### src/rtl/gate_op_pkg.sv
// Shared definitions for the gate-op arbiter: opcode values and FSM states.
package gate_op_pkg;

    // Opcode encoding for the shared bitwise unit
    localparam logic [1:0] OP_AND  = 2'b00;
    localparam logic [1:0] OP_OR   = 2'b01;
    localparam logic [1:0] OP_XOR  = 2'b10;
    localparam logic [1:0] OP_NAND = 2'b11;

    // Arbiter control states
    typedef enum logic [1:0] {
        IDLE = 2'b00,
        EXEC = 2'b01,
        RESP = 2'b10
    } state_t;

endpackage : gate_op_pkg

### src/rtl/gate_op_unit.sv
// Combinational WIDTH-bit bitwise logic unit: y = f(op, a, b).
module gate_op_unit
    import gate_op_pkg::*;
#(
    parameter int WIDTH = 4
) (
    input  logic [1:0]       op_i,
    input  logic [WIDTH-1:0] a_i,
    input  logic [WIDTH-1:0] b_i,
    output logic [WIDTH-1:0] y_o
);

    // Select the bitwise function named by the opcode
    always_comb begin
        y_o = '0;
        unique case (op_i)
            OP_AND:  y_o = a_i & b_i;
            OP_OR:   y_o = a_i | b_i;
            OP_XOR:  y_o = a_i ^ b_i;
            OP_NAND: y_o = ~(a_i & b_i);
            default: y_o = '0;
        endcase
    end

endmodule : gate_op_unit

### src/rtl/gate_op_arbiter.sv
// Round-robin arbiter sharing one bitwise logic unit among N_REQ requesters.
// One transaction: grant (IDLE->EXEC), compute (EXEC->RESP), handshake (RESP->IDLE).
module gate_op_arbiter
    import gate_op_pkg::*;
#(
    parameter  int N_REQ = 4,
    parameter  int WIDTH = 4,
    localparam int IDW   = $clog2(N_REQ)
) (
    input  logic                   clk,
    input  logic                   rst_n,
    input  logic [N_REQ-1:0]       req,
    input  logic [2*N_REQ-1:0]     op,
    input  logic [WIDTH*N_REQ-1:0] a_in,
    input  logic [WIDTH*N_REQ-1:0] b_in,
    output logic [N_REQ-1:0]       gnt,
    output logic                   res_valid,
    output logic [WIDTH-1:0]       res_data,
    output logic [IDW-1:0]         res_id,
    input  logic                   res_ready,
    output logic                   busy
);

    state_t             state_q, state_d;
    logic [IDW-1:0]     rr_q, rr_d;
    logic [IDW-1:0]     win_q, win_d;
    logic [1:0]         op_q, op_d;
    logic [WIDTH-1:0]   a_q, a_d;
    logic [WIDTH-1:0]   b_q, b_d;
    logic [N_REQ-1:0]   gnt_q, gnt_d;
    logic               res_valid_q, res_valid_d;
    logic [WIDTH-1:0]   res_data_q, res_data_d;
    logic [IDW-1:0]     res_id_q, res_id_d;

    logic               pick_valid;
    logic [IDW-1:0]     pick_idx;
    logic [IDW-1:0]     pick_next;
    logic [1:0]         sel_op;
    logic [WIDTH-1:0]   sel_a;
    logic [WIDTH-1:0]   sel_b;
    logic [WIDTH-1:0]   unit_y;

    // Shared datapath works on the latched operands of the current winner
    gate_op_unit #(
        .WIDTH (WIDTH)
    ) u_unit (
        .op_i (op_q),
        .a_i  (a_q),
        .b_i  (b_q),
        .y_o  (unit_y)
    );

    // Rotate-priority encode: first set request at or above rr_q, wrapping
    always_comb begin
        logic [IDW:0] cand;
        logic [IDW:0] nxt;
        pick_valid = 1'b0;
        pick_idx   = '0;
        cand       = '0;
        for (int unsigned i = 0; i < N_REQ; i++) begin
            cand = {1'b0, rr_q} + (IDW+1)'(i);
            if (cand >= (IDW+1)'(N_REQ)) begin
                cand = cand - (IDW+1)'(N_REQ);
            end
            if (!pick_valid && req[cand[IDW-1:0]]) begin
                pick_valid = 1'b1;
                pick_idx   = cand[IDW-1:0];
            end
        end
        nxt = {1'b0, pick_idx} + (IDW+1)'(1);
        if (nxt == (IDW+1)'(N_REQ)) begin
            nxt = '0;
        end
        pick_next = nxt[IDW-1:0];
    end

    // Operand/opcode mux for the candidate winner
    always_comb begin
        sel_op = op[2*int'(pick_idx) +: 2];
        sel_a  = a_in[WIDTH*int'(pick_idx) +: WIDTH];
        sel_b  = b_in[WIDTH*int'(pick_idx) +: WIDTH];
    end

    // Next-state and output-register logic; gnt defaults low so it pulses once
    always_comb begin
        state_d     = state_q;
        rr_d        = rr_q;
        win_d       = win_q;
        op_d        = op_q;
        a_d         = a_q;
        b_d         = b_q;
        gnt_d       = '0;
        res_valid_d = res_valid_q;
        res_data_d  = res_data_q;
        res_id_d    = res_id_q;
        unique case (state_q)
            IDLE: begin
                if (pick_valid) begin
                    win_d           = pick_idx;
                    op_d            = sel_op;
                    a_d             = sel_a;
                    b_d             = sel_b;
                    gnt_d[pick_idx] = 1'b1;
                    rr_d            = pick_next;
                    state_d         = EXEC;
                end
            end
            EXEC: begin
                res_data_d  = unit_y;
                res_id_d    = win_q;
                res_valid_d = 1'b1;
                state_d     = RESP;
            end
            RESP: begin
                if (res_valid_q && res_ready) begin
                    res_valid_d = 1'b0;
                    state_d     = IDLE;
                end
            end
            default: begin
                state_d = IDLE;
            end
        endcase
    end

    // State and datapath registers, cleared asynchronously
    always_ff @(posedge clk or negedge rst_n) begin
        if (!rst_n) begin
            state_q     <= IDLE;
            rr_q        <= '0;
            win_q       <= '0;
            op_q        <= '0;
            a_q         <= '0;
            b_q         <= '0;
            gnt_q       <= '0;
            res_valid_q <= 1'b0;
            res_data_q  <= '0;
            res_id_q    <= '0;
        end else begin
            state_q     <= state_d;
            rr_q        <= rr_d;
            win_q       <= win_d;
            op_q        <= op_d;
            a_q         <= a_d;
            b_q         <= b_d;
            gnt_q       <= gnt_d;
            res_valid_q <= res_valid_d;
            res_data_q  <= res_data_d;
            res_id_q    <= res_id_d;
        end
    end

    assign gnt       = gnt_q;
    assign res_valid = res_valid_q;
    assign res_data  = res_data_q;
    assign res_id    = res_id_q;
    assign busy      = (state_q != IDLE);

endmodule : gate_op_arbiter
### config.mk
export PLATFORM = sky130hd
export DESIGN_NAME = gate_op_arbiter
export DESIGN_NICKNAME = d
export VERILOG_FILES = /design/src/rtl/gate_op_pkg.sv /design/src/rtl/gate_op_unit.sv /design/src/rtl/gate_op_arbiter.sv
export SDC_FILE = /design/constraint.sdc
export NUM_CORES = 1
export LEC_CHECK = 0
export CAP_MARGIN = 10
export CORE_ASPECT_RATIO = 1.4
export CORE_MARGIN = 2
export CORE_UTILIZATION = 50
export DETAILED_ROUTE_END_ITERATION = 16
export PLACE_DENSITY = 0.93
export SYNTH_ARGS = -nofsm -noshare
export SYNTH_HDL_FRONTEND = slang
export SYNTH_HIERARCHICAL = 1
export SYNTH_SLANG_ARGS = --single-unit
export TNS_END_PERCENT = 20
### constraint.sdc
create_clock -name clk -period 3.49 [get_ports clk]
set_input_delay 0.8725 -clock clk [delete_from_list [all_inputs] [get_ports clk]]
set_output_delay 0.8725 -clock clk [all_outputs]
set_load 0.05 [all_outputs]
# Yosys cells after proc, flatten, opt, wreduce, memory -nomap -nowiden

Index checks and enable logic that the tools add are counted.

Equality and inequality tests: 8
Bitwise operators: 4
Mux-type cells: 31
Add/sub/neg operators: 8
$lt $le $gt $ge: 10
Shift operators: 3
Reductions and logical operators: 15

Operators with widths:

| operator                                                   | count |
|---|---|
| variable part select 16 x 5 -> 4 bit                       | 2 |
| two-way mux 2 bit                                          | 11 |
| one-hot mux 4 bit (4 select lines)                         | 1 |
| less-than comparator 2 x 3 -> 1 bit, second input constant | 5 |
| two-way mux 1 bit                                          | 10 |
| greater-or-equal comparator 3 bit, second input constant   | 3 |
| binary-select mux 1 bit (select 2 bit)                     | 4 |
| two-way mux 4 bit                                          | 2 |
| variable part select 8 x 4 -> 2 bit                        | 1 |
| subtractor 2 x 1 -> 2 bit, second input constant           | 4 |
| adder 2 x 1 -> 3 bit, second input constant                | 2 |
| adder 2 x 2 -> 3 bit, second input constant                | 2 |
| == test 2 bit, second input constant                       | 3 |
| one-hot mux 2 bit (3 select lines)                         | 1 |
| AND reduction 2 bit                                        | 3 |
| logical AND 1 bit                                          | 5 |
| AND 4 bit                                                  | 1 |
| == test 2 x 1 -> 1 bit, second input constant              | 2 |
| logical NOT 2 bit                                          | 2 |
| inequality test 2 bit, second input constant               | 2 |
| NOT 4 bit                                                  | 1 |
| bitwise OR 4 bit                                           | 1 |
| nonzero test 2 bit                                         | 2 |
| XOR 4 bit                                                  | 1 |
| 6 further kinds                                            | 8 |

Input port bits: 47
Flip-flop bits (word level): 27
Output and inout port bits: 12
Logic and storage cells: 89

# Longest topological paths before layout

Depth after elaboration: 20
Mapped depth: 7
Depth with buffers taken out: 6

# By module

Netlist, hierarchy kept.

By module, submodules not included:

| module          | seq. area each (sq um) | instances | cells an instance | area each (sq um) |
|---|---|---|---|---|
| gate_op_arbiter | 675.6                  | 1         | 145               | 1585.3 |
| gate_op_unit    | 0.0                    | 1         | 30                | 285.3 |

# Worst setup path before layout

No wires, ideal clock.

Kind: input to register
Start: input req[2]
End: register rr_q[1]
Required time: 3365 ps
Path buffers: 1
Arrival time: 2271 ps
Path slack: 1095 ps
Stages on the path: 6
Setup time: 125 ps
Cells stage by stage: nor2b_2 -> or4b_4 -> nand2_4 -> buf_6 -> ha_1 -> mux2_2

Cells in the longest elaborated chain, start to end: 15
Elaborated cells between the ends (all ways): 26
Classes of those cells: 1 x add/sub; 1 x eq/ne; 17 x mux; 7 x reduce/logical

Ends and longest elaborated chain:

| item                                    | RTL line               | text |
|---|---|---|
| start: declaration                      | gate_op_arbiter.sv:12  | `input logic [N_REQ-1:0] req,` |
| binary-select mux 1 bit (select 2 bit)  | gate_op_arbiter.sv:65  | `if (!pick_valid && req[cand[IDW-1:0]]) begin` |
| two-way mux 1 bit (implied by the code) | gate_op_arbiter.sv:65  |  |
| two-way mux 1 bit                       | gate_op_arbiter.sv:65  |  |
| logical NOT 1 bit                       | gate_op_arbiter.sv:65  |  |
| logical AND 1 bit                       | gate_op_arbiter.sv:65  |  |
| two-way mux 1 bit                       | gate_op_arbiter.sv:65  |  |
| logical NOT 1 bit                       | gate_op_arbiter.sv:65  |  |
| logical AND 1 bit                       | gate_op_arbiter.sv:65  |  |
| two-way mux 1 bit                       | gate_op_arbiter.sv:65  |  |
| logical NOT 1 bit                       | gate_op_arbiter.sv:65  |  |
| logical AND 1 bit                       | gate_op_arbiter.sv:65  |  |
| two-way mux 2 bit (*)                   | gate_op_arbiter.sv:65  |  |
| adder 2 x 1 -> 3 bit (*)                | gate_op_arbiter.sv:70  | `nxt = {1'b0, pick_idx} + (IDW+1)'(1);` |
| == test 3 bit                           | gate_op_arbiter.sv:71  | `if (nxt == (IDW+1)'(N_REQ)) begin` |
| two-way mux 2 bit (*)                   | gate_op_arbiter.sv:71  |  |
| via pick_next[1]                        | gate_op_arbiter.sv:37  | `logic [IDW-1:0] pick_next;` |
| end signal: assignment                  | gate_op_arbiter.sv:141 | `rr_q <= rr_d;` |
| end: declaration                        | gate_op_arbiter.sv:25  | `logic [IDW-1:0] rr_q, rr_d;` |

Mark *: on every way through the listed nets, which the timed path passes. The rest lies on a longest branch. The select of a mux whose other input is x is not followed.
A chain may end at the register's enable or synchronous reset.

# Worst setup path in the final report

Start: input req[3]
End: register rr_q[1]

Same word-level chain as after synthesis.

==> results.json <==
{
  "cp.required_ns": 3.65,
  "hold_viol": 0,
  "core_area_mm2": 0.00361,
  "drcViolationCount": 0,
  "synth_compound_area_frac": 0.225,
  "wl_per_cell_um": 14.1,
  "path_clk_slew_ns": 0.09,
  "maxSlewViolCount": 0,
  "syn_nets": 231,
  "clkSinkCount": 27,
  "overflow": 0,
  "yosys.area_share.adder": 0.0602,
  "p_int_w": 0.00115,
  "cp_slowest_cell": "or4b_4",
  "yosysMostFrequentCell": "dfrtp_1",
  "syn_to_final_growth_pct": 32.2,
  "synth_simple_gate_area_frac": 0.161,
  "cts_resized": 0,
  "sequentialPowerShare": 0.284,
  "fmax_mhz": 354,
  "cp.arrival_ns": 2.99,
  "worstMarginPinSlew_ns": 0.571,
  "synthXorXnorAreaFrac": 0,
  "insertion_delay_ns": 0.27,
  "synth-async-reset-ratio": 1.00,
  "startpoint_type": "input pin",
  "syn-instance-count": 175,
  "synth.largest_area_cell": "dfrtp_1",
  "num_vias": 1463,
  "drive_gt1_frac": 0.212,
  "ys_seq_area_frac": 0.361,
  "die_area_mm2": 0.00425,
  "h-tree-depth": 1,
  "setup-violations-final": 0,
  "first_pass_iters": 4,
  "num_rows": 26,
  "ys_ff_latch": 27,
  "crit_path_end_kind": "flip-flop",
  "yosys_warnings": 6,
  "die_y_um": 76.4,
  "routed_via_density": 5.46,
  "drtIter0Drc": 15,
  "cts_root_buffer": "clkbuf_8",
  "numCtsBuffers": 3,
  "synth_common_cells": "27 x dfrtp_1, 20 x and3_1, 15 x nand2_1, 14 x a211oi_2, 10 x inv_1",
  "rsz0062_at_grt": "false",
  "synthMuxAreaShare": 0.117,
  "synth_top_family_by_area": "compound AO/OA/AOI/OAI gates",
  "synthesis.area_mm2": 0.00187,
  "syn_avg_cell_area_um2": 10.7,
  "ios": 59,
  "run_status": "completed",
  "start_util": 0.518,
  "hpwl_um": 3010,
  "finalSetupTns_ns": 0,
  "cts_tree": "built",
  "hp-class": "flip-flop to flip-flop",
  "crit_buf_inv": 1,
  "io_buffers": 58,
  "antenna_found_initial": 0,
  "slew_headroom": 0.619,
  "synth_area_leaders": "dfrtp_1 36%, a211oi_2 9.4%, and3_1 6.7%",
  "criticalPathCategory": "input pin to flip-flop",
  "postCtsHoldBufs": 0,
  "holdWs_ns": 0.489,
  "min_period_over_period": 0.809,
  "num_antenna_cells": 0,
  "p_clk_frac": 0.083,
  "clockBufferDepth": 2,
  "finalCriticalPeriod_ns": 2.82,
  "post_cts_buffers": 0,
  "p_per_area_mw_per_mm2": 859,
  "switching_power_w": 0.000970,
  "track_usage": 0.190,
  "nets": 283,
  "combPwrFrac": 0.633,
  "switching_share": 0.457,
  "grt_pass1_vias": 1507,
  "p_leak_nw": 1.09,
  "ys_types": 35,
  "cp_cell_sequence": "clkdlybuf4s50_1 -> nor2_2 -> or4b_4 -> nand2_4 -> ha_1 -> mux2_2",
  "die_w_um": 55.7,
  "critPathTopFamily": "simple AND/OR/NAND/NOR gates",
  "cp_max_fo": 21,
  "grt_pass1_wl_um": 6590,
  "drt_wl_total_um": 3770,
  "synth_edf_count": 0,
  "grt_max_degree": 28,
  "ir_drop_mv": 0.629,
  "synth.top_cell.area_share": 0.361,
  "maxCapViolCount": 0,
  "ant_nets": 0,
  "finClkSkew_ns": 0.00192,
  "routabilityCongestion": 0.849,
  "max_stage_delay_ns": 0.66,
  "synthFlopType": "dfrtp_1"
}
-- final timing paths --
check / start / endpoint / slack (ns) / cells past startpoint
setup reg to reg: rr_q[1] / rr_q[1] / 1.41 / 4
max in group asynchronous: rst_n / res_data[2] / 2.27 / 2
setup / recovery: req[3] / rr_q[1] / 0.67 / 6
hold reg to reg: state_q[1] / res_valid / 0.49 / 1
hold / removal: state_q[1] / res_valid / 0.49 / 1
min in group asynchronous: rst_n / gnt[0] / 0.97 / 2
-- through the flow --
| step | setup slack [ns] | util | power [W] | instances | instance area [um^2] |
|---|---|---|---|---|---|
| after floorplan | 1.09 | - | 0.00167 | 175 | 1870 |
| after global placement | 0.414 | 0.672 | 0.00189 | 264 | 2420 |
| after detailed placement | 0.364 | 0.672 | 0.00196 | 264 | 2420 |
| after CTS | 0.677 | 0.685 | 0.00214 | 268 | 2470 |
| after global routing | 0.602 | 0.685 | 0.00229 | 268 | 2470 |
| final | 0.668 | 0.685 | 0.00213 | 268 | 2470 |
-- cell type report --
class / instances / area (um^2)
Inverter: 11 / 41.3
Clock buffer: 3 / 41.3
Sequential cell: 27 / 676
Tap cell: 42 / 52.6
Timing Repair Buffer: 61 / 603
Multi-Input combinational cell: 123 / 1050
Clock inverter: 1 / 7.51
Fill cell: 267 / 1140
-- sequential cells by signal, indices dropped and copies added (netlist names) --
name / flops
op_q: 2
state_q: 2
gnt: 4
a_q: 4
res_valid: 1
win_q: 2
res_data: 4
rr_q: 2
b_q: 4
res_id: 2
-- per-layer routing --
| layer | share of wire | track usage | vias to the layer above | routed length [um] |
|---|---|---|---|---|
| li1 | - | - | 731 | - |
| met1 | 0.39 | 0.213 | 691 | 1470 |
| met2 | 0.57 | 0.356 | 37 | 2130 |
| met3 | 0.029 | 0.0204 | 4 | 111 |
| met4 | 0.014 | 0.0805 | 0 | 52 |
| met5 | 0 | 0 | - | 0 |
-- cell usage in the layout (no fill, tap or decap), types with 4 or more instances in the layout --
cell and instances:
mux2_4 4, inv_1 10, clkdlybuf4s50_1 58, a211oi_2 14
mux2_2 7, ha_1 9, o31ai_2 7, nand2_1 15
a211oi_1 8, mux2i_1 8, nor2_1 5, nor2b_1 5
dfrtp_1 27, and3_1 20
-- power by group through the flow --
stage | logic [W] | registers [W] | clock network (W)
2_1_floorplan | 0.000922 | 0.000751 | 0
3_3_place_gp | 0.00129 | 0.000598 | 0
3_5_place_dp | 0.00134 | 0.000612 | 0
5_1_grt | 0.00147 | 0.000632 | 0.000189
6_report | 0.00135 | 0.000603 | 0.000177
4_1_cts | 0.00135 | 0.000607 | 0.000181
-- logic make-up (layout without fill, tap and decap cells) --
| group | count (synthesis) | in the layout |
|---|---|---|
| mux | 19 | 19 |
| buf+inv | 25 | 76 |
| compound gates | 42 | 42 |
| simple gates | 53 | 53 |
| fa+ha+maj | 9 | 9 |
| flops | 27 | 27 |
-- worst reg2reg max path, delay by kind of cell, from the launching register on --
kind	cells	cell delay, ns
fa+ha+maj	1	0.28
flops	1	0.46
mux	1	0.26
simple gates	2	0.97
(Power assumes the default switching activity.)
